`src/rtl/rr_arbiter_8.sv`:
```
// Eight-way round-robin arbiter with registered one-hot grant and a mandatory idle cycle between owners.
// Define ARB_HOLD_LIMIT_EN to compile in the hold limiter (MAX_HOLD bounds a contended grant).
module rr_arbiter_8 #(
  parameter int unsigned MAX_HOLD = 16
) (
  input  logic       sys_clk,
  input  logic       sys_rst_n,
  input  logic [7:0] req,
  output logic [7:0] gnt,
  output logic [2:0] gnt_idx,
  output logic       gnt_valid,
  output logic       hold_expired
);

  typedef enum logic {
    IDLE  = 1'b0,
    GRANT = 1'b1
  } state_t;

  state_t     state;
  state_t     state_nxt;
  logic [2:0] ptr;
  logic [2:0] ptr_nxt;
  logic [2:0] owner_nxt;
  logic [2:0] pick_idx;
  logic       pick_found;
  logic       expire;
  logic [7:0] gnt_nxt;
  logic [2:0] gnt_idx_nxt;
  logic       gnt_valid_nxt;

  if (MAX_HOLD < 2 || MAX_HOLD > 255) begin : g_bad_max_hold
    $error("rr_arbiter_8: MAX_HOLD must lie in 2..255");
  end

  // First set request at or above ptr, wrapping 7 -> 0.
  always_comb begin
    pick_found = 1'b0;
    pick_idx   = ptr;
    for (int k = 0; k < 8; k++) begin
      if (!pick_found && req[ptr + 3'(k)]) begin
        pick_found = 1'b1;
        pick_idx   = ptr + 3'(k);
      end
    end
  end

`ifdef ARB_HOLD_LIMIT_EN
  localparam logic [7:0] HOLD_LAST = 8'(MAX_HOLD - 1);

  logic [7:0] hold_cnt;
  logic [7:0] hold_cnt_nxt;
  logic       hold_expired_nxt;

  assign expire = (hold_cnt == HOLD_LAST) && ((req & ~gnt) != 8'h00);

  // Counter restarts on every new grant and saturates while the owner keeps it.
  always_comb begin
    hold_cnt_nxt = 8'h00;
    if (state == GRANT && state_nxt == GRANT && hold_cnt != HOLD_LAST) begin
      hold_cnt_nxt = hold_cnt + 8'h01;
    end else if (state == GRANT && state_nxt == GRANT) begin
      hold_cnt_nxt = hold_cnt;
    end
  end

  // A release wins over a simultaneous expiry, so the pulse needs the owner still requesting.
  always_comb begin
    hold_expired_nxt = (state == GRANT) && req[gnt_idx] && expire;
  end

  always_ff @(posedge sys_clk or negedge sys_rst_n) begin
    if (!sys_rst_n) begin
      hold_cnt     <= 8'h00;
      hold_expired <= 1'b0;
    end else begin
      hold_cnt     <= hold_cnt_nxt;
      hold_expired <= hold_expired_nxt;
    end
  end
`else
  assign expire       = 1'b0;
  assign hold_expired = 1'b0;
`endif

  always_ff @(posedge sys_clk or negedge sys_rst_n) begin
    if (!sys_rst_n) begin
      state     <= IDLE;
      ptr       <= 3'd0;
      gnt       <= 8'h00;
      gnt_idx   <= 3'd0;
      gnt_valid <= 1'b0;
    end else begin
      state     <= state_nxt;
      ptr       <= ptr_nxt;
      gnt       <= gnt_nxt;
      gnt_idx   <= gnt_idx_nxt;
      gnt_valid <= gnt_valid_nxt;
    end
  end

  // Leaving GRANT always passes through IDLE, which gives the one-cycle gap between owners.
  always_comb begin
    state_nxt = state;
    owner_nxt = gnt_idx;
    ptr_nxt   = ptr;
    case (state)
      IDLE: begin
        if (pick_found) begin
          state_nxt = GRANT;
          owner_nxt = pick_idx;
          ptr_nxt   = pick_idx + 3'd1;
        end
      end
      GRANT: begin
        if (!req[gnt_idx] || expire) begin
          state_nxt = IDLE;
        end
      end
    endcase
  end

  always_comb begin
    gnt_nxt       = 8'h00;
    gnt_idx_nxt   = 3'd0;
    gnt_valid_nxt = 1'b0;
    if (state_nxt == GRANT) begin
      gnt_nxt       = 8'h01 << owner_nxt;
      gnt_idx_nxt   = owner_nxt;
      gnt_valid_nxt = 1'b1;
    end
  end

endmodule

```
`config.mk`:
```
export PLATFORM = sky130hd
export DESIGN_NAME = rr_arbiter_8
export DESIGN_NICKNAME = d
export VERILOG_FILES = /design/src/rtl/rr_arbiter_8.sv
export SDC_FILE = /design/constraint.sdc
export NUM_CORES = 1
export LEC_CHECK = 0
export ABC_AREA = 1
export CAP_MARGIN = 40
export CORE_MARGIN = 1
export CORE_UTILIZATION = 28
export CTS_CLUSTER_DIAMETER = 150
export DETAILED_ROUTE_END_ITERATION = 7
export GPL_TIMING_DRIVEN = 0
export PLACE_DENSITY = 0.47
export SLEW_MARGIN = 25
export SYNTH_ARGS = -nofsm -noshare
export SYNTH_HDL_FRONTEND = slang
export SYNTH_SLANG_ARGS = --single-unit
```
`constraint.sdc`:
```
create_clock -name sys_clk -period 5.3 [get_ports sys_clk]
set_clock_uncertainty 0.15 [all_clocks]
set_input_delay 1.06 -clock sys_clk [delete_from_list [all_inputs] [get_ports sys_clk]]
set_output_delay 1.06 -clock sys_clk [all_outputs]
set_load 0.005 [all_outputs]
```
==> results.toml, run 1 <==
[critical_path]
rr_worst_depth = 19
cp_max_fo = 4
crit_required_ns = 5.27
timing.rr.end = "ptr[2]"
r2r_slack_ns = 1.87
startpoint_type = "primary input"
criticalPathCategory = "primary input to register"
r2r-start = "ptr[0]"
cp_data_arrival_time_ns = 3.45
endpoint_kind = "register"

[synthesis]
yosysTopAreaCell = "dfrtp_1"
yosysSeqAreaShare_pct = 25.1
synth_top_family_by_area = "simple AND/OR/NAND/NOR gates"
synthSimpleGateAreaFrac_pct = 53.3
syn_nets = 247
netlist_top_cells_area = "dfrtp_1, nand2_1, nand3_1"
synth_compound_area_share_pct = 8.28
synthDominantCellAreaShare_pct = 25.1
yosys.area_share.adder_pct = 2.51
synth_xor_area_share_pct = 1.09
syn_avg_cell_area_sq_um = 6.39
synth-seq-cells = 15
synth_mux_area_share_pct = 0
ys_types = 31
ys_warn_count = 0
synthCells = 234
synth_area_sq_um = 1500

[drt]
routed_wl_um = 4070
drc = 0
ant_nets = 0
via_per_inst = 4.62
drtIter0Drc = 83
wl_per_cell_um = 12.4
drtPass1Iterations = 4
vias = 1520

[sta]
final-hold-violation-count = 0
worst_slew_pin_slew_ns = 0.659
setup_violations = 0
slew_violations = 0
max_slew_margin_pct = 55.9
fin_tns_setup_ns = 0
final.min_clock_period_ns = 3.47
fmax_ghz = 0.288
rsz0062_at_grt = "false"
period_share_pct = 65.5

[clock_network]
cts_tree = "built"
insertion_delay_ns = 0.24
cts_hold_buf = 0
htreeDepth = 1
clk_path_buf_depth = 2
cts_sinks = 15
cts_inserted_buffers = 3
cts_root_buf = "clkbuf_8"
cts_resized = 0
path_clk_slew_ns = 0.06
post-cts-setup-buffers = 0

[die]
core_area_sq_um = 5140
die-area_sq_um = 5640
die_height_um = 75.1
die_width_um = 75.1
rows = 26
ios = 23
floorplan.initialDensity_pct = 29.1

[final_layout]
layout.nets = 273
syn2layout_area_growth_pct = 22.9
final_layout_size_suffix_gt1_share_pct = 15.8
antennaDiodeCount = 0

[global_route]
track_usage_pct = 15.3
grt_pass1_wl_um = 6600
grt_max_degree = 16
grt_antenna_before_repair = 0
grt_overflow_total = 0
grt_pass1_vias = 1398

[status]
status = "finished, final reports clean"

[placement]
dp_hpwl_um = 3320
gp_congestion = 0.790
portBuffers = 21

[worst_hold_path]
hold_end = "gnt_valid"
hold_path_depth = 2
hold_class = "register to register"
min_from = "gnt_valid"

[run]
max_cap_viol_count = 0
-- how the worst max path moves through the flow --
stage	start	to	slack [ns]	depth (start not counted)
after floorplan	req[2]	ptr[2]	2.36	16
after global placement	req[6]	ptr[2]	1.57	17
after detailed placement	req[6]	ptr[2]	1.58	16
after CTS	req[6]	ptr[2]	1.83	16
after global routing	ptr[0]	ptr[2]	1.51	19
final	req[6]	ptr[2]	1.83	16
-- cell families after synthesis --
group | count (synthesis)
compound gates | 19
xor+xnor | 1
fa+ha+maj | 3
buf+inv | 31
flops | 15
other cells | 1
simple gates | 164
-- routing by layer --
layer  global-route usage (%)  up-vias  share of wire [%]
li1                         -      801                  -
met1                     19.3      695                 48
met2                     28.0       20                 48
met3                     1.20        4                1.5
met4                     4.19        0                1.7
met5                        0        -                  0
-- critical path, cell delays in order --
cell and delay [ns]:
clkdlybuf4s50_1 0.54, nand2_1 0.11, nand3_2 0.11, nand2_1 0.09
o21bai_2 0.28, inv_1 0.10, nor2_1 0.19, nand2_1 0.07
nand2_1 0.07, nand2_1 0.06, nand2_2 0.10, inv_1 0.05
ha_1 0.20, or2_2 0.29, nand3_1 0.07, o21ai_0 0.07
-- area by class of cell --
type	count	area, sq um
multi-input cells	188	978
inverters	26	100
flip-flops and latches	15	375
well taps	70	87.6
repair buffers	21	210
clock buffers	4	45.0
plain buffers	5	41.3
fillers	577	3300
-- sequential cells by signal (all words and copies together) (netlist names) --
name       cells
ptr            3
gnt            8
gnt_valid      1
gnt_idx        3
-- per-stage QoR --
stage | hold WS, ns | utilization (%) | instances | setup slack [ns] | cell area (sq um)
final | 0.502 | 35.8 | 329 | 1.83 | 1840
after global routing | 0.552 | 35.8 | 329 | 1.51 | 1840
after detailed placement | 0.504 | 34.9 | 325 | 1.58 | 1790
after CTS | 0.517 | 35.8 | 329 | 1.83 | 1840
after floorplan | 0.462 | - | 234 | 2.36 | 1500
after global placement | 0.513 | 34.9 | 325 | 1.57 | 1790
-- cell usage in the layout (no fill, tap or decap), types with 2 or more instances in the layout --
| cell | instances |
|---|---|
| nand2_1 | 80 |
| nand3_1 | 35 |
| clkdlybuf4s50_1 | 21 |
| inv_1 | 20 |
| nor2_1 | 20 |
| dfrtp_1 | 15 |
| nand2_2 | 9 |
| nand3_2 | 8 |
| o21ai_0 | 8 |
| nand4_1 | 5 |
| inv_2 | 4 |
| buf_4 | 4 |
| nor2_4 | 3 |
| ha_1 | 3 |
| clkbuf_8 | 3 |
| or2_2 | 2 |
| a21oi_1 | 2 |
-- Yosys cell counts, drive strengths merged --
master   n
inv     25
a21oi    3
o211ai   1
o21bai   2
conb     1
o21ai   10
a21boi   1
dfrtp   15
o211a    1
nand2   90
clkinv   1
buf      5
or2      2
ha       3
o31ai    1
nand3   43
nor2    23
nand4    6
xor2     1
Power of run 1 is left out: the tool's default activity adds up to more than one toggle a clock period on the data nets, which glitch-free logic cannot reach.
==> run 2: changes to the inputs <==
--- a/config.mk
+++ b/config.mk
@@ -12,7 +12,7 @@
 export CTS_CLUSTER_DIAMETER = 150
 export DETAILED_ROUTE_END_ITERATION = 7
 export GPL_TIMING_DRIVEN = 0
-export PLACE_DENSITY = 0.47
+export PLACE_DENSITY = 0.49
 export SLEW_MARGIN = 25
 export SYNTH_ARGS = -nofsm -noshare
 export SYNTH_HDL_FRONTEND = slang
==> constraint.sdc (replaced) <==
create_clock -name sys_clk -period 3 [get_ports sys_clk]
set_clock_uncertainty 0.15 [all_clocks]
set_input_delay 0.6 -clock sys_clk [delete_from_list [all_inputs] [get_ports sys_clk]]
set_output_delay 0.6 -clock sys_clk [all_outputs]
set_load 0.005 [all_outputs]
==> results.toml, run 2 (synthesized netlist as in run 1, its figures left out) <==
[final_layout]
fill_cells = 569
final_area_sq_um = 2120
largest_reg_flops = 8
final_util_pct = 41.2
syn2layout_area_growth_pct = 41.6
multi_input_area_sq_um = 1100
final_layout_size_suffix_gt1_share_pct = 29.6
top_regs = "gnt: 8 flops, gnt_idx: 3 flops, ptr: 3 flops"
final_common_cell = "nand2_1"
antennaDiodeCount = 0
final-seq-area_sq_um = 377
layout.nets = 288
mostFrequentLayoutCells = "nand2_1, nand3_1, nand2_2, nor2_1, buf_4"
top_register = "gnt"

[critical_path]
startpoint_type = "register"
cp_data_arrival_time_ns = 2.81
criticalPathCategory = "register to register"
endpoint_kind = "register"
cp_max_fo = 8
crit_required_ns = 2.99

[clock_network]
cts_sinks = 15
insertion_delay_ns = 0.25
cts_inserted_buffers = 3
path_clk_slew_ns = 0.06
cts_tree = "built"
htreeDepth = 1
clk_path_buf_depth = 2
cts_root_buf = "clkbuf_8"

[sta]
rsz0062_at_grt = "false"
setup_violations = 0
max_slew_margin_pct = 56.7
fin_tns_setup_ns = 0
slew_violations = 0
worst_slew_pin_slew_ns = 0.647
holdWs_ns = 0.513
final.min_clock_period_ns = 2.82
fmax_ghz = 0.354
final-hold-violation-count = 0
period_share_pct = 94.1

[status]
status = "finished, final reports clean"

[drt]
drtIter0Drc = 81
ant_nets = 0
routed_wl_um = 4300
drtPass1Iterations = 4
via_per_inst = 4.71
wl_per_cell_um = 12.5
vias = 1621
drc = 0

[global_route]
grt_pass1_wl_um = 7050
track_usage_pct = 16.6
grt_pass1_vias = 1541
grt_antenna_before_repair = 0
grt_overflow_total = 0
grt_max_degree = 16

[placement]
dpl_cell_area_sq_um = 1790
dp_hpwl_um = 3240
portBuffers = 21
gp_congestion = 0.767

[die]
rows = 26
core_area_sq_um = 5140
die_width_um = 75.1
die_height_um = 75.1
die-area_sq_um = 5640
floorplan.initialDensity_pct = 29.1
ios = 23

[run]
max_cap_viol_count = 0

[worst_hold_path]
hold_class = "register to register"
run 2: changes by cell type in the layout (fill, tap and decap cells not counted), moves of 4 or more:
cell             change
inv_1                -4
buf_4               +13
nand3_1              -4
clkdlybuf4s50_1      -5
dlymetal6s2s_1       +5
nand2_1             -11
nand3_4              +4
nand2_2              +9
run 2: timing repair:
item | in CTS | in global routing
buffers inserted | 1 | 14
hold buffers | 0 | 0
endpoints found under the setup margin | 11 | 2
resized for setup | 9 | 43
pin swaps | 0 | 13
run 2: area by class of cell:
| class | count | share of cell area [%] |
|---|---|---|
| Multi-Input combinational cell | 188 | 52.2 |
| Sequential cell | 15 | 17.8 |
| Timing Repair Buffer | 36 | 16.0 |
| Inverter | 26 | 5.44 |
| Tap cell | 70 | 4.14 |
| Buffer | 5 | 2.30 |
| Clock buffer | 4 | 2.13 |
run 2: path summary, 6_finish.rpt:
kind	slack, ns	end	cells past startpoint	from
max in group asynchronous	1.65	ptr[0]	1	sys_rst_n
min reg2reg	0.51	gnt_valid	2	gnt_valid
min	0.51	gnt_valid	2	gnt_valid
max	0.18	ptr[2]	16	ptr[0]
min in group asynchronous	0.60	gnt[3]	1	sys_rst_n
max reg2reg	0.18	ptr[2]	16	ptr[0]
run 2: metrics by stage:
stage | instances | worst slack [ns]
finish | 344 | 0.176
global route | 344 | 0.0278
CTS | 330 | 0.00380
detailed placement | 325 | -0.419
global placement | 325 | -0.461
floorplan | 234 | 0.0891
run 2: critical path, cell delays in order (launching register included):
cell	delay (ns)
dfrtp_2	0.43
inv_2	0.10
buf_8	0.13
ha_4	0.25
inv_6	0.09
nand3_4	0.08
nand3_4	0.10
nand2_4	0.07
nor2_4	0.14
nand4_4	0.13
nor2_4	0.17
nand4_1	0.13
a21boi_2	0.18
ha_2	0.19
or2_4	0.24
nand3_2	0.06
o21ai_1	0.05
run 2: routing by layer:
layer	routed length (um)	GRT usage (%)	share of wire, %	up-vias
met5	0	0	0	-
met2	2230	29.4	52	18
met1	1940	20.8	45	762
li1	-	-	-	836
met4	42	5.87	0.98	0
met3	92	1.74	2.1	5
Power of run 2 is left out for the same reason.
==> run 3: changes to the inputs <==
--- a/config.mk
+++ b/config.mk
@@ -10,6 +10,7 @@
 export CORE_MARGIN = 1
 export CORE_UTILIZATION = 28
 export CTS_CLUSTER_DIAMETER = 150
+export CTS_CLUSTER_SIZE = 14
 export DETAILED_ROUTE_END_ITERATION = 7
 export GPL_TIMING_DRIVEN = 0
 export PLACE_DENSITY = 0.49
==> results of run 3 <==
Final layout, timing and power as in run 2 (identical DEF).
Power of run 3 is left out for the same reason.
